==> config.mk <==
export PLATFORM = sky130hd
export DESIGN_NAME = addsub_pipe
export DESIGN_NICKNAME = d
export VERILOG_FILES = /design/src/rtl/addsub_pipe.sv
export SDC_FILE = /design/constraint.sdc
export NUM_CORES = 1
export LEC_CHECK = 0
export ABC_AREA = 1
export BUFFER_PORTS_ARGS = -buffer_cell sky130_fd_sc_hd__buf_2
export CAP_MARGIN = 20
export CORE_ASPECT_RATIO = 0.8
export CORE_MARGIN = 2
export CORE_UTILIZATION = 60
export DETAILED_ROUTE_END_ITERATION = 10
export PLACE_DENSITY_LB_ADDON = 0.3
export SLEW_MARGIN = 20
export SYNTH_ARGS = -nofsm -noshare
export SYNTH_HDL_FRONTEND = slang
export SYNTH_SLANG_ARGS = --single-unit
==> constraint.sdc <==
create_clock -name clk -period 6.8 [get_ports clk]
set_input_delay 0.34 -clock clk [delete_from_list [all_inputs] [get_ports clk]]
set_output_delay 0.34 -clock clk [all_outputs]
set_load 0.02 [all_outputs]
==> src/rtl/addsub_pipe.sv <==
// Pipelined two's-complement adder/subtractor. WIDTH is cut into SEG-bit ripple
// slices with the carry registered between slices; valid/ready on both sides.
module addsub_pipe #(
  parameter int WIDTH = 32,
  parameter int SEG   = 8
) (
  input  logic             clk,
  input  logic             rst_n,
  input  logic             in_valid,
  output logic             in_ready,
  input  logic [WIDTH-1:0] a,
  input  logic [WIDTH-1:0] b,
  input  logic             mode,
  input  logic             cin,
  output logic             out_valid,
  input  logic             out_ready,
  output logic [WIDTH-1:0] result,
  output logic             cout,
  output logic             ovf,
  output logic             zero
);

  localparam int SEG_SAFE = (SEG > 0) ? SEG : 1;
  localparam int N        = WIDTH / SEG_SAFE;

  if (SEG < 1 || (WIDTH % SEG_SAFE) != 0) begin : g_bad_seg
    $error("addsub_pipe: WIDTH (%0d) must be a positive multiple of SEG (%0d)", WIDTH, SEG);
  end

  typedef struct packed {
    logic [SEG_SAFE-1:0] sum;
    logic                c_msb;  // carry into the slice MSB
    logic                cout;   // carry out of the slice MSB
  } slice_t;

  // One slice: a plain ripple chain of SEG full adders.
  function automatic slice_t ripple(input logic [SEG_SAFE-1:0] x,
                                    input logic [SEG_SAFE-1:0] y,
                                    input logic                ci);
    slice_t r;
    logic   c;
    r = '0;
    c = ci;
    for (int i = 0; i < SEG_SAFE; i++) begin
      if (i == SEG_SAFE - 1) r.c_msb = c;
      r.sum[i] = x[i] ^ y[i] ^ c;
      c        = (x[i] & y[i]) | (c & (x[i] ^ y[i]));
    end
    r.cout = c;
    return r;
  endfunction

  // Rank k holds the transaction after slice k has been added.
  logic             v_q   [N];
  logic [WIDTH-1:0] a_q   [N];
  logic [WIDTH-1:0] b_q   [N];
  logic             m_q   [N];
  logic [WIDTH-1:0] res_q [N];
  logic             c_q   [N];
  logic             z_q   [N];
  logic             ov_q  [N];

  logic en;

  // A single global stall: the whole pipe moves only when the output rank can.
  assign en       = !v_q[N-1] || out_ready;
  assign in_ready = en;

  for (genvar k = 0; k < N; k++) begin : g_stage
    logic             v_in;
    logic             m_in;
    logic             c_in;
    logic             z_in;
    logic [WIDTH-1:0] a_in;
    logic [WIDTH-1:0] b_in;
    logic [WIDTH-1:0] res_in;
    logic [SEG_SAFE-1:0] b_slice;
    slice_t           s;

    if (k == 0) begin : g_head
      assign v_in   = in_valid;
      assign a_in   = a;
      assign b_in   = b;
      assign m_in   = mode;
      assign c_in   = cin;
      assign z_in   = 1'b1;
      assign res_in = '0;
    end else begin : g_body
      assign v_in   = v_q[k-1];
      assign a_in   = a_q[k-1];
      assign b_in   = b_q[k-1];
      assign m_in   = m_q[k-1];
      assign c_in   = c_q[k-1];
      assign z_in   = z_q[k-1];
      assign res_in = res_q[k-1];
    end

    assign b_slice = b_in[k*SEG_SAFE +: SEG_SAFE] ^ {SEG_SAFE{m_in}};
    assign s       = ripple(a_in[k*SEG_SAFE +: SEG_SAFE], b_slice, c_in);

    // NOTE: data registers are reset too, so result/cout/ovf/zero read 0 out of
    // reset rather than whatever a dropped transaction left behind.
    always_ff @(posedge clk or negedge rst_n) begin
      if (!rst_n) begin
        v_q[k]   <= 1'b0;
        a_q[k]   <= '0;
        b_q[k]   <= '0;
        m_q[k]   <= 1'b0;
        res_q[k] <= '0;
        c_q[k]   <= 1'b0;
        z_q[k]   <= 1'b0;
        ov_q[k]  <= 1'b0;
      end else if (en) begin
        // NOTE: non-blocking so every rank samples its neighbour's pre-edge value.
        v_q[k]   <= v_in;
        a_q[k]   <= a_in;
        b_q[k]   <= b_in;
        m_q[k]   <= m_in;
        res_q[k] <= res_in;
        res_q[k][k*SEG_SAFE +: SEG_SAFE] <= s.sum;
        c_q[k]   <= s.cout;
        z_q[k]   <= z_in & (s.sum == '0);
        ov_q[k]  <= s.c_msb ^ s.cout;
      end
    end
  end

  assign out_valid = v_q[N-1];
  assign result    = res_q[N-1];
  assign cout      = c_q[N-1];
  assign ovf       = ov_q[N-1];
  assign zero      = z_q[N-1];

endmodule

# Word level (Yosys, flattened, before mapping)
# Index checks and enable logic that the tools add are counted.
# word_totals
reg_bits	288
out_inout_bits	37
wordCells	200
# op_classes
bitwise_logic	168
n_reduce_logical	6
# ops
operator	count
1-bit bitwise AND	67
1-bit XOR	65
8-bit logical NOT	4
1-bit bitwise OR	32
8-bit XOR	4
1-bit logical NOT	1
1-bit logical OR	1

# Depth between registers and ports, before layout
# logic_depth
ltp_word	19
depth_mapped	19
mapped_depth_nobuf	18

# Least setup slack after synthesis
# OpenSTA, ideal clock, no wires.
# synth_timing
path_kind	register to register
startpoint	register m_q (netlist bit g_stage[2].m_in)
endpoint	register z_q (netlist bit g_stage[3].z_in)
t_arrival_ns	4.139
slack_ns	2.596
stages_incl_launch_ff	19
n_path_buf	1
path_cell_list	dfrtp_1 -> buf_2 -> xnor2_1 -> fa_1 -> fa_1 -> fa_1 -> fa_1 -> inv_1 -> fa_1 -> inv_1 -> fa_1 -> fa_1 -> inv_1 -> fa_1 -> inv_1 -> nand2_1 -> nor2_1 -> nand3_1 -> nand2_1
# synth_lines
item	line	rtl
start, declared	57	logic m_q [N];
start signal, assigned by index	118	m_q[k] <= m_in;
end signal, assigned by index	122	z_q[k] <= z_in & (s.sum == '0);
end, declared	60	logic z_q [N];

==> run summary <==
The total wire length is 16100 um, and the average wire length per cell after detail routing is 14.1 um. Summed over all cells, the static leakage comes to 4.87 nW. Post-CTS repair changed the size of 0 cells. Largest stage delay on the critical path: 0.63 ns. CTS built an H-tree with a depth of 4. The tools report the clock root buffer as sky130_fd_sc_hd__clkbuf_16. The post-synthesis to final-layout area growth works out to 12.6%.

By count the netlist is led by sky130_fd_sc_hd__nand2_1 (318), sky130_fd_sc_hd__dfrtp_1 (192), sky130_fd_sc_hd__inv_1 (83). The count of inserted antenna diode cells is 0. By area the synthesized netlist is led by sky130_fd_sc_hd__dfrtp_1 (57%), sky130_fd_sc_hd__nand2_1 (14%), sky130_fd_sc_hd__fa_1 (7.5%).

For this design the ratio of total power to cell area is 523 nW/um^2. Among all stages on the critical path, the largest delay is contributed by sky130_fd_sc_hd__dfrtp_1. After layout, the minimum clock period comes to 4.54 ns. The synthesized instance count is 865. Type of the worst min-delay path: input pin to asynchronous set/reset pin. The run gives 0.620 as the initial core utilization. The net switching share of the total power came out at 0.400. The mean instance size in the synthesized netlist came out at 9.81 um^2. For the clock network fraction of design power, the log shows 0.186. The final-layout worst hold slack is 0.0272 ns, and the number of buffers inserted during clock tree synthesis is 17. The worst-skew pair later-pin latency came out at 0.43 ns.

For the area of the die, the log shows 15100 um^2. The run gives 0.385 as the sequential fraction of design power. Setup violations remaining at the end of the flow were counted as 0. The ratio of final minimum period to clock period was 0.667; the warning count from the yosys run was 0. The number of rows created at floorplan was 38. The wire length of the first global-routing pass was 26600 um. Clock-pin slew was measured on the worst setup and hold paths at 0.07 ns. The count of pins over their slew limit was 0; the number of design rule violations left after detail routing was 0.

Most repeated cell in the gate-level netlist after synthesis: sky130_fd_sc_hd__nand2_1. On the critical path the largest part of the delay comes from adder cells. The tools report the initial antenna violation count as 0. The tools report the post-route antenna net violation count as 0. The height of the chip works out to 110 um. The worst setup path is launched from a flip-flop. For this design the top-level I/O count stands at 107. At the end of routability-driven placement, the weighted congestion stood at 0.832.

Synthesis produced a netlist with a net count of 967. Cell area after technology mapping: 8490 um^2. Once the clock tree was built, the setup fixing pass inserted 0 buffers. The logs give 5342 for the via count of the first global-routing pass and 0 for the max-cap check violation count.

The core region is 13700 um^2. The largest fanout on the critical path was 10. TritonCTS built the clock tree. The all-layer global routing usage was 0.234; the count of distinct cell types in the synthesized netlist was 21. The worst slew margin relative to its limit is 0.275, and the internal portion of total power is 2.99 mW. The run finished with clean final reports.

The proportion of power drawn by combinational gates was 0.428; the number of vias after detailed routing was 5738. In the final design database the tool counted 1050 nets. The total overflow left after global routing is 0. For this block, the initial DRC count from the detailed router was 430. The worst-case IR drop observed on VDD is 320 uV.

Setup repair after global routing left no endpoint under its margin. The fraction of final layout cells sized beyond drive strength 1 is 0.200, and the largest net degree at the start of global routing is 186. The post-route clock skew is 0.00937 ns, and the worst path buffer plus inverter count is 4. The maximum buffer depth of the clock tree is 2.

Walking the worst path, the cells encountered are xnor2_1 -> fa_1 -> fa_1 -> fa_1 -> fa_1 -> inv_1 -> fa_1 -> inv_1 -> fa_1 -> fa_1 -> inv_1 -> fa_1 -> inv_1 -> nand2_1 -> nor2_1 -> nand3_1 -> nand2_1. For this run, the leading register cell type out of synthesis is sky130_fd_sc_hd__dfrtp_1. The floorplan step set the die width to 137 um. STA puts the critical path data arrival time at 4.91 ns. In this run the power spent charging and discharging nets is 2.00 mW.

The number of enable flip-flop cells after synthesis works out to 0. Input and output buffers added on the ports amount to 106. Before antenna repair, the detailed router went through 5 iterations. The async set-reset flop share out of synthesis came out at 1.00.

The kind of critical path was flip-flop to flip-flop. Cell accounting for the most synthesized area: sky130_fd_sc_hd__dfrtp_1. The tools report the final setup TNS as 0 ns.

The most common cell type on the critical path was sky130_fd_sc_hd__fa_1. STA classifies the critical path endpoint as a flip-flop. Fill cells in the final layout number 1058. The post-DP HPWL is 10600 um, and the clock sink count is 192.

The total count of hold-check failures in the final report came out at 0. The hold-fix buffer count after cts came out at 0. Derived from the worst setup path, the maximum achievable clock frequency is 0.220 GHz. The proportion of synthesized chip area in sequential cells is 0.566, and the slew at the pin with the worst max-slew slack is 1.09 ns. In this run, synthesis produced a sequential element count of 192.

The ratio of routed vias to standard cells came out at 5.03. The data required time at the worst endpoint is 7.17 ns. The share of Yosys cell area claimed by the top area cell type came out at 0.566.
==> power groups by stage <==
| stage | registers, mW | logic (mW) | clock network, mW |
|---|---|---|---|
| after floorplan | 1.97 | 1.54 | 0 |
| after CTS | 1.92 | 2.15 | 0.947 |
| after global routing | 1.98 | 2.42 | 1.00 |
| after global placement | 1.92 | 2.05 | 0 |
| final | 1.92 | 2.14 | 0.931 |
| after detailed placement | 1.94 | 2.12 | 0 |
==> layout make-up <==
cell class / instances / area [um^2] / share of cell area
Sequential cell: 192 / 4800 / 0.503
Multi-Input combinational cell: 543 / 3060 / 0.321
Clock buffer: 23 / 498 / 0.0521
Clock inverter: 9 / 57.6 / 0.00602
Tap cell: 180 / 225 / 0.0236
Timing Repair Buffer: 109 / 582 / 0.0609
Inverter: 85 / 324 / 0.0339
==> worst reg2reg max path: cells and delay by family (launching register included) <==
kind          cells  cell delay (ns)
simple gates      4             0.27
xor+xnor          1             0.16
flops             1             0.63
buf+inv           4             0.33
fa+ha+maj         8             3.10
==> placed cells by master (no fill, tap or decap), drive strengths merged <==
cell / count
nand2: 339
clkinvlp: 5
o21ai: 124
dfrtp: 192
nand3: 4
fa: 32
nor2: 8
clkinv: 4
a21oi: 3
buf: 108
clkbuf: 24
xor2: 10
xnor2: 23
inv: 85
==> logic make-up after synthesis <==
family,count (synthesis),synth area share
AO/OA/AOI/OAI,127,0.0877
XOR/XNOR,33,0.0340
adder cells (fa/ha/maj),32,0.0755
buffers and inverters,130,0.0747
flip-flops,192,0.566
AND/OR/NAND/NOR,351,0.162
==> final timing paths <==
kind	to	cells after the start	slack, ns	start
worst min register to register	out_valid$_DFFE_PN0P_	2	0.47	g_stage[3].v_in$_DFFE_PN0P_
worst min-delay path	g_stage[2].res_in[0]$_DFFE_PN0P_	1	0.03	rst_n
max in group asynchronous	g_stage[1].a_in[20]$_DFFE_PN0P_	3	5.60	rst_n
worst max register to register	g_stage[2].z_in$_DFFE_PN0P_	17	2.26	g_stage[1].m_in$_DFFE_PN0P_
min in group clk	g_stage[1].a_in[29]$_DFFE_PN0P_	3	0.11	a[29]
worst max-delay path	g_stage[2].z_in$_DFFE_PN0P_	17	2.26	g_stage[1].m_in$_DFFE_PN0P_
==> state kept, by name (all words and copies together), names as in the netlist <==
name / cells
g_stage.v_in: 3
g_stage.b_in: 48
out_valid: 1
g_stage.res_in: 48
g_stage.a_in: 48
cout: 1
g_stage.m_in: 3
ovf: 1
zero: 1
result: 32
g_stage.z_in: 3
g_stage.c_in: 3
==> routing by layer <==
metal,share of wire,GRT usage
met5,0,0
met1,0.48,0.358
met2,0.45,0.330
met4,0.014,0.0766
met3,0.054,0.0617
==> metrics by stage <==
stage / worst slack [ns] / power, mW / instances / cell area, um^2 / util
2_1_floorplan: 2.60 / 3.51 / 865 / 8490 / -
3_3_place_gp: 2.45 / 3.97 / 1108 / 8970 / 0.655
3_5_place_dp: 2.32 / 4.07 / 1108 / 8970 / 0.655
4_1_cts: 2.23 / 5.02 / 1140 / 9530 / 0.696
5_1_grt: 2.01 / 5.41 / 1141 / 9550 / 0.698
6_report: 2.26 / 4.99 / 1141 / 9550 / 0.698
Note: power is estimated with default switching activity, not from simulation.
